$ cat src/rtl/onehot_scan_encoder.sv
// onehot_scan_encoder
// Takes a multi-hot request vector and returns the binary index of each set
// bit, one output beat per bit, lowest first (or highest first when
// MSB_FIRST=1). Each beat carries its ordinal within the vector and a
// last-beat flag. An all-zero vector produces a one-cycle zero_err pulse and
// no beats.
//
// Handshake semantics (both sides):
//   A transfer happens on a rising clk edge where valid && ready are both 1.
//   A producer holds valid and its payload stable until that edge. ready
//   never depends combinationally on valid on the same interface, so
//   in_ready depends only on state and clr, and out_valid depends only on
//   state.
//   in_ready=1 only in IDLE. out_valid=1 only in SCAN. Because of this a new
//   vector is never accepted in the same cycle as the final output beat.
module onehot_scan_encoder #(
  parameter int WIDTH     = 32,
  parameter int IDX_W     = $clog2(WIDTH),
  parameter int MSB_FIRST = 0
) (
  input  logic             clk,
  input  logic             clr,
  input  logic             in_valid,
  output logic             in_ready,
  input  logic [WIDTH-1:0] in_vec,
  output logic             out_valid,
  input  logic             out_ready,
  output logic [IDX_W-1:0] out_index,
  output logic [IDX_W-1:0] out_seq,
  output logic             out_last,
  output logic             zero_err,
  output logic             state_dbg
);

  typedef enum logic {
    IDLE = 1'b0,
    SCAN = 1'b1
  } state_t;

  state_t           state;
  state_t           state_nxt;
  logic [WIDTH-1:0] pending;
  logic [WIDTH-1:0] pending_nxt;
  logic [WIDTH-1:0] pick;        // one-hot mask of the bit being presented
  logic [IDX_W-1:0] pick_idx;    // binary position of that bit
  logic [IDX_W-1:0] seq;
  logic [IDX_W-1:0] seq_nxt;
  logic             zero_err_nxt;
  logic             single;      // pending holds exactly one set bit

  // Priority pick. The last match in the loop wins, so the loop runs toward
  // the bit that should have priority.
  if (MSB_FIRST != 0) begin : g_msb_first
    // Highest set bit wins: scan upward so the top match is kept.
    always_comb begin
      pick     = '0;
      pick_idx = '0;
      for (int i = 0; i < WIDTH; i++) begin
        if (pending[i]) begin
          pick     = '0;
          pick[i]  = 1'b1;
          pick_idx = IDX_W'(i);
        end
      end
    end
  end else begin : g_lsb_first
    // Lowest set bit wins: scan downward so the bottom match is kept.
    always_comb begin
      pick     = '0;
      pick_idx = '0;
      for (int i = WIDTH - 1; i >= 0; i--) begin
        if (pending[i]) begin
          pick     = '0;
          pick[i]  = 1'b1;
          pick_idx = IDX_W'(i);
        end
      end
    end
  end

  // Exactly one bit left: non-zero and clearing the lowest bit gives zero.
  always_comb begin
    single = (pending != '0) && ((pending & (pending - WIDTH'(1))) == '0);
  end

  // Handshake and beat outputs. All beat fields read 0 outside SCAN, and
  // in_ready is forced low while clr is held.
  always_comb begin
    in_ready  = (state == IDLE) && !clr;
    out_valid = (state == SCAN);
    out_index = out_valid ? pick_idx : '0;
    out_seq   = out_valid ? seq : '0;
    out_last  = out_valid && single;
    state_dbg = state;
  end

  // Next-state logic: accept in IDLE, then retire one bit per consumed beat in SCAN.
  always_comb begin
    state_nxt    = state;
    pending_nxt  = pending;
    seq_nxt      = seq;
    zero_err_nxt = 1'b0;
    case (state)
      IDLE: begin
        if (in_valid) begin
          if (in_vec == '0) begin
            zero_err_nxt = 1'b1;
          end else begin
            pending_nxt = in_vec;
            seq_nxt     = '0;
            state_nxt   = SCAN;
          end
        end
      end
      SCAN: begin
        if (out_ready) begin
          pending_nxt = pending & ~pick;
          if (single) begin
            // Last beat of this vector. Park seq at 0 so it never wraps.
            seq_nxt   = '0;
            state_nxt = IDLE;
          end else begin
            seq_nxt = seq + IDX_W'(1);
          end
        end
      end
      default: begin
        state_nxt   = IDLE;
        pending_nxt = '0;
        seq_nxt     = '0;
      end
    endcase
  end

  // State registers. clr clears them asynchronously and discards any
  // unfinished vector.
  always_ff @(posedge clk or posedge clr) begin
    if (clr) begin
      state    <= IDLE;
      pending  <= '0;
      seq      <= '0;
      zero_err <= 1'b0;
    end else begin
      state    <= state_nxt;
      pending  <= pending_nxt;
      seq      <= seq_nxt;
      zero_err <= zero_err_nxt;
    end
  end

endmodule

$ cat config.mk
export PLATFORM = sky130hd
export DESIGN_NAME = onehot_scan_encoder
export DESIGN_NICKNAME = d
export VERILOG_FILES = /design/src/rtl/onehot_scan_encoder.sv
export SDC_FILE = /design/constraint.sdc
export NUM_CORES = 1
export LEC_CHECK = 0
export CAP_MARGIN = 20
export CELL_PAD_IN_SITES_DETAIL_PLACEMENT = 0
export CELL_PAD_IN_SITES_GLOBAL_PLACEMENT = 1
export CORE_MARGIN = 3
export CORE_UTILIZATION = 38
export CTS_CLUSTER_SIZE = 30
export DETAILED_ROUTE_END_ITERATION = 6
export PLACE_DENSITY_LB_ADDON = 0.25
export REMOVE_ABC_BUFFERS = 1
export SLEW_MARGIN = 0
export SYNTH_ARGS = -nofsm -noshare
export SYNTH_HDL_FRONTEND = slang
export SYNTH_SLANG_ARGS = --single-unit
export TNS_END_PERCENT = 30
$ cat constraint.sdc
create_clock -name clk -period 4 [get_ports clk]
set_clock_uncertainty 0.2 [all_clocks]
set_input_delay 0.8 -clock clk [delete_from_list [all_inputs] [get_ports clk]]
set_output_delay 0.8 -clock clk [all_outputs]
set_load 0.01 [all_outputs]
==> qor.txt <==
count leader, synth: nand2_1
RSZ-0062 raised after global routing: no
post-synth top area share: 35.8%
antenna violations before repair: 0
TritonCTS clock tree: built
drt first pass iters: 5
CTS clk-pin slew, worst paths: 0.09 ns
antenna-violating nets left: 0
GP Congestion: 0.941
HP Class: flip-flop to flip-flop
hold_ws: 0.334 ns
FFs w/ async S/R, synth: 100%
Boundary Pins: 51
Gate Count Post-Synth: 349
Max-Cap Viols: 0
Area after DPL: 3450 sq um
drt total wl: 8.46 mm
Critical Path Start Type: flip-flop
Inserted Clock Buffers: 5
n_diodes: 0
crit-path max FO: 7
area grow syn2layout: 33.8%
Slowest cell on crit path: clkdlybuf4s50_1
layout cell share with drive strength beyond 1: 15.3%
cell accounting for the most synthesized area: dfrtp_1
gr usage total: 20.5%
Final Max Slew Viols: 0
final worst-path cycle share: 93.6%
post-DR vias/cell: 5.70
CP delay by family, top: compound AO/OA/AOI/OAI gates
Peak Freq: 267 MHz
first-pass GRT wire length: 13.9 mm
Core Util, Final: 53.2%
H-tree depth: 2
DIE WIDTH: 90.7 um
core area: 6870 sq um
final std cell area, no fill: 3650 sq um
largest net degree at the start of global routing: 45
fin worst setup slack: 0.256 ns
GRT overflow: 0
synth cell count leaders: 58 x nand2_1, 39 x dfrtp_1, 34 x o21ai_0
Fillers: 656
Post-DP HPWL: 6.03 mm
drt wl/cell: 16.7 um
Slew headroom: 65.0%
initial core utilization: 39.7%
clk sinks: 39
IO Port Bufs: 50
Rows: 30
CP cell instances: nor2_1 -> o31ai_1 -> nand2_1 -> a21boi_0 -> o31ai_1 -> a211oi_1 -> o31ai_1 -> a31oi_1 -> clkdlybuf4s50_1
DRC Markers: 0
FF+latch area: 986 sq um
die height: 90.7 um
layout net count: 447
Crit Path Class: flip-flop to primary output
total power: 3.69 mW
sequential area share after synthesis: 35.8%
Synth Flop Type: dfrtp_1
outcome: finished, final reports clean
clk buf depth: 2
crit end category: primary output
peak supply drop: 0.501 mV
initial DRC count: 170
Worst Path Required: 3.00 ns
Yosys warning total: 0
# hold bufs at CTS: 0
WP data arrival: 2.74 ns
Crit path top cell by count: o31ai_1
vias: 2,890
die area: 8230 sq um
Root Driver: clkbuf_8
Worst Max-Slew Pin Slew: 0.525 ns
PD cells: 1010 nW/um^2
Fin. Hold Viols: 0
top post-synthesis cells by area: dfrtp_1 36%, nand2_1 8.0%, a22o_1 7.1%, o21ai_0 6.2%, nor2_1 4.3%
minimum clock period: 3.74 ns
post-synthesis cell area: 2730 sq um
post-synth cell types: 53
WP buf/inv: 1
Pleak: 1.57 nW
Post-synth EDFFs: 0
syn avg cell area: 7.82 sq um
footprint of the multi-input gates: 1650 sq um
clk_lat worst skew: 0.30 ns
Setup WS pre-CTS: 0.0814 ns
vias in the first global route: 2,743
Seq cells post-synth: 39
final setup violation count: 0
Crit path largest cell delay: 0.56 ns
-- timing repair --
action | CTS | global route
pin swaps | 5 | 4
setup buffers | 0 | 1
endpoints found under the setup margin | 1 | 1
resized for setup | 16 | 5
gates cloned | 0 | 0
-- cell type report --
class                      count  share of cell area (%)
timing repair buffer          78                    19.3
inverter                      13                    1.34
sequential                    39                    27.0
multi-input combinational    273                    45.3
clock inverter                 3                    1.85
tap                           96                    3.29
clock buffer                   5                    1.88
-- layer usage --
metal | routed length, um | track usage [%] | part of all wire (%) | vias to the layer above
li1 | - | - | - | 1405
met1 | 3800 | 27.5 | 45 | 1379
met2 | 4000 | 32.6 | 47 | 89
met3 | 488 | 4.33 | 5.8 | 17
met4 | 165 | 6.89 | 2.0 | 0
met5 | 0 | 0 | 0 | -
-- sequential cells by signal (all words and copies together), names as in the netlist --
name       count
out_valid      1
zero_err       1
pending       32
seq            5
-- kinds of logic after synthesis --
group / share of synthesized area (%)
flip-flops: 35.8
AND/OR/NAND/NOR: 28.7
AO/OA/AOI/OAI: 27.4
buffers and inverters: 5.87
adder cells (fa/ha/maj): 1.19
multiplexers: 1.10
-- final timing paths --
kind	endpoint	slack, ns	startpoint	depth (start not counted)
max	out_index[1]	0.26	pending[31]$_DFFE_PP0P_	9
min	seq[1]$_DFFE_PP0P_	0.33	seq[1]$_DFFE_PP0P_	2
max reg2reg	seq[2]$_DFFE_PP0P_	1.07	pending[2]$_DFFE_PP0P_	10
min reg2reg	seq[1]$_DFFE_PP0P_	0.33	seq[1]$_DFFE_PP0P_	2
max in group asynchronous	pending[2]$_DFFE_PP0P_	2.45	clr	3
min in group asynchronous	pending[22]$_DFFE_PP0P_	0.76	clr	3
-- cells in the final DEF, fill, tap and decap left out, drive strengths merged, types with 2 or more instances in the layout --
master | netlist | final
a22o | 22 | 22
nand3 | 8 | 8
a311oi | 2 | 2
and2 | 3 | 3
bufinv | 0 | 2
a21oi | 19 | 19
or3 | 4 | 4
buf | 6 | 28
a21boi | 2 | 2
mux2i | 3 | 3
maj3 | 2 | 2
inv | 13 | 13
o21bai | 2 | 2
a31oi | 4 | 4
a21o | 3 | 3
nor3 | 14 | 14
nand4 | 4 | 4
clkdlybuf4s50 | 0 | 49
or2 | 3 | 3
nor2 | 31 | 31
o21ai | 35 | 35
clkbuf | 18 | 6
o31ai | 6 | 6
o22ai | 4 | 4
nor4 | 17 | 17
dfrtp | 39 | 39
nand2 | 58 | 58
nand2b | 7 | 7
or4 | 2 | 2
-- metrics by stage --
step	setup TNS, ns	cells
after floorplan	-7.57	325
after global placement	0	498
after detailed placement	0	498
after CTS	0	506
after global routing	0	507
final	0	507
-- worst register-to-register path: stages, from the launching register on --
cell and delay [ns]:
dfrtp_2 0.47, nor4_4 0.32, buf_4 0.18, nand3_1 0.14
a222oi_1 0.37, nand4b_1 0.15, nor4_2 0.37, o2111ai_2 0.19
buf_4 0.19, a31oi_1 0.17, o22ai_1 0.10
-- where the power goes --
part	total [mW]	leakage, nW	internal (mW)	switching [mW]
logic	2.49	1.01	1.19	1.30
clock network	0.404	0.0644	0.249	0.155
registers	0.791	0.496	0.546	0.245
total	3.69	1.57	1.98	1.70
(Power assumes the default switching activity.)
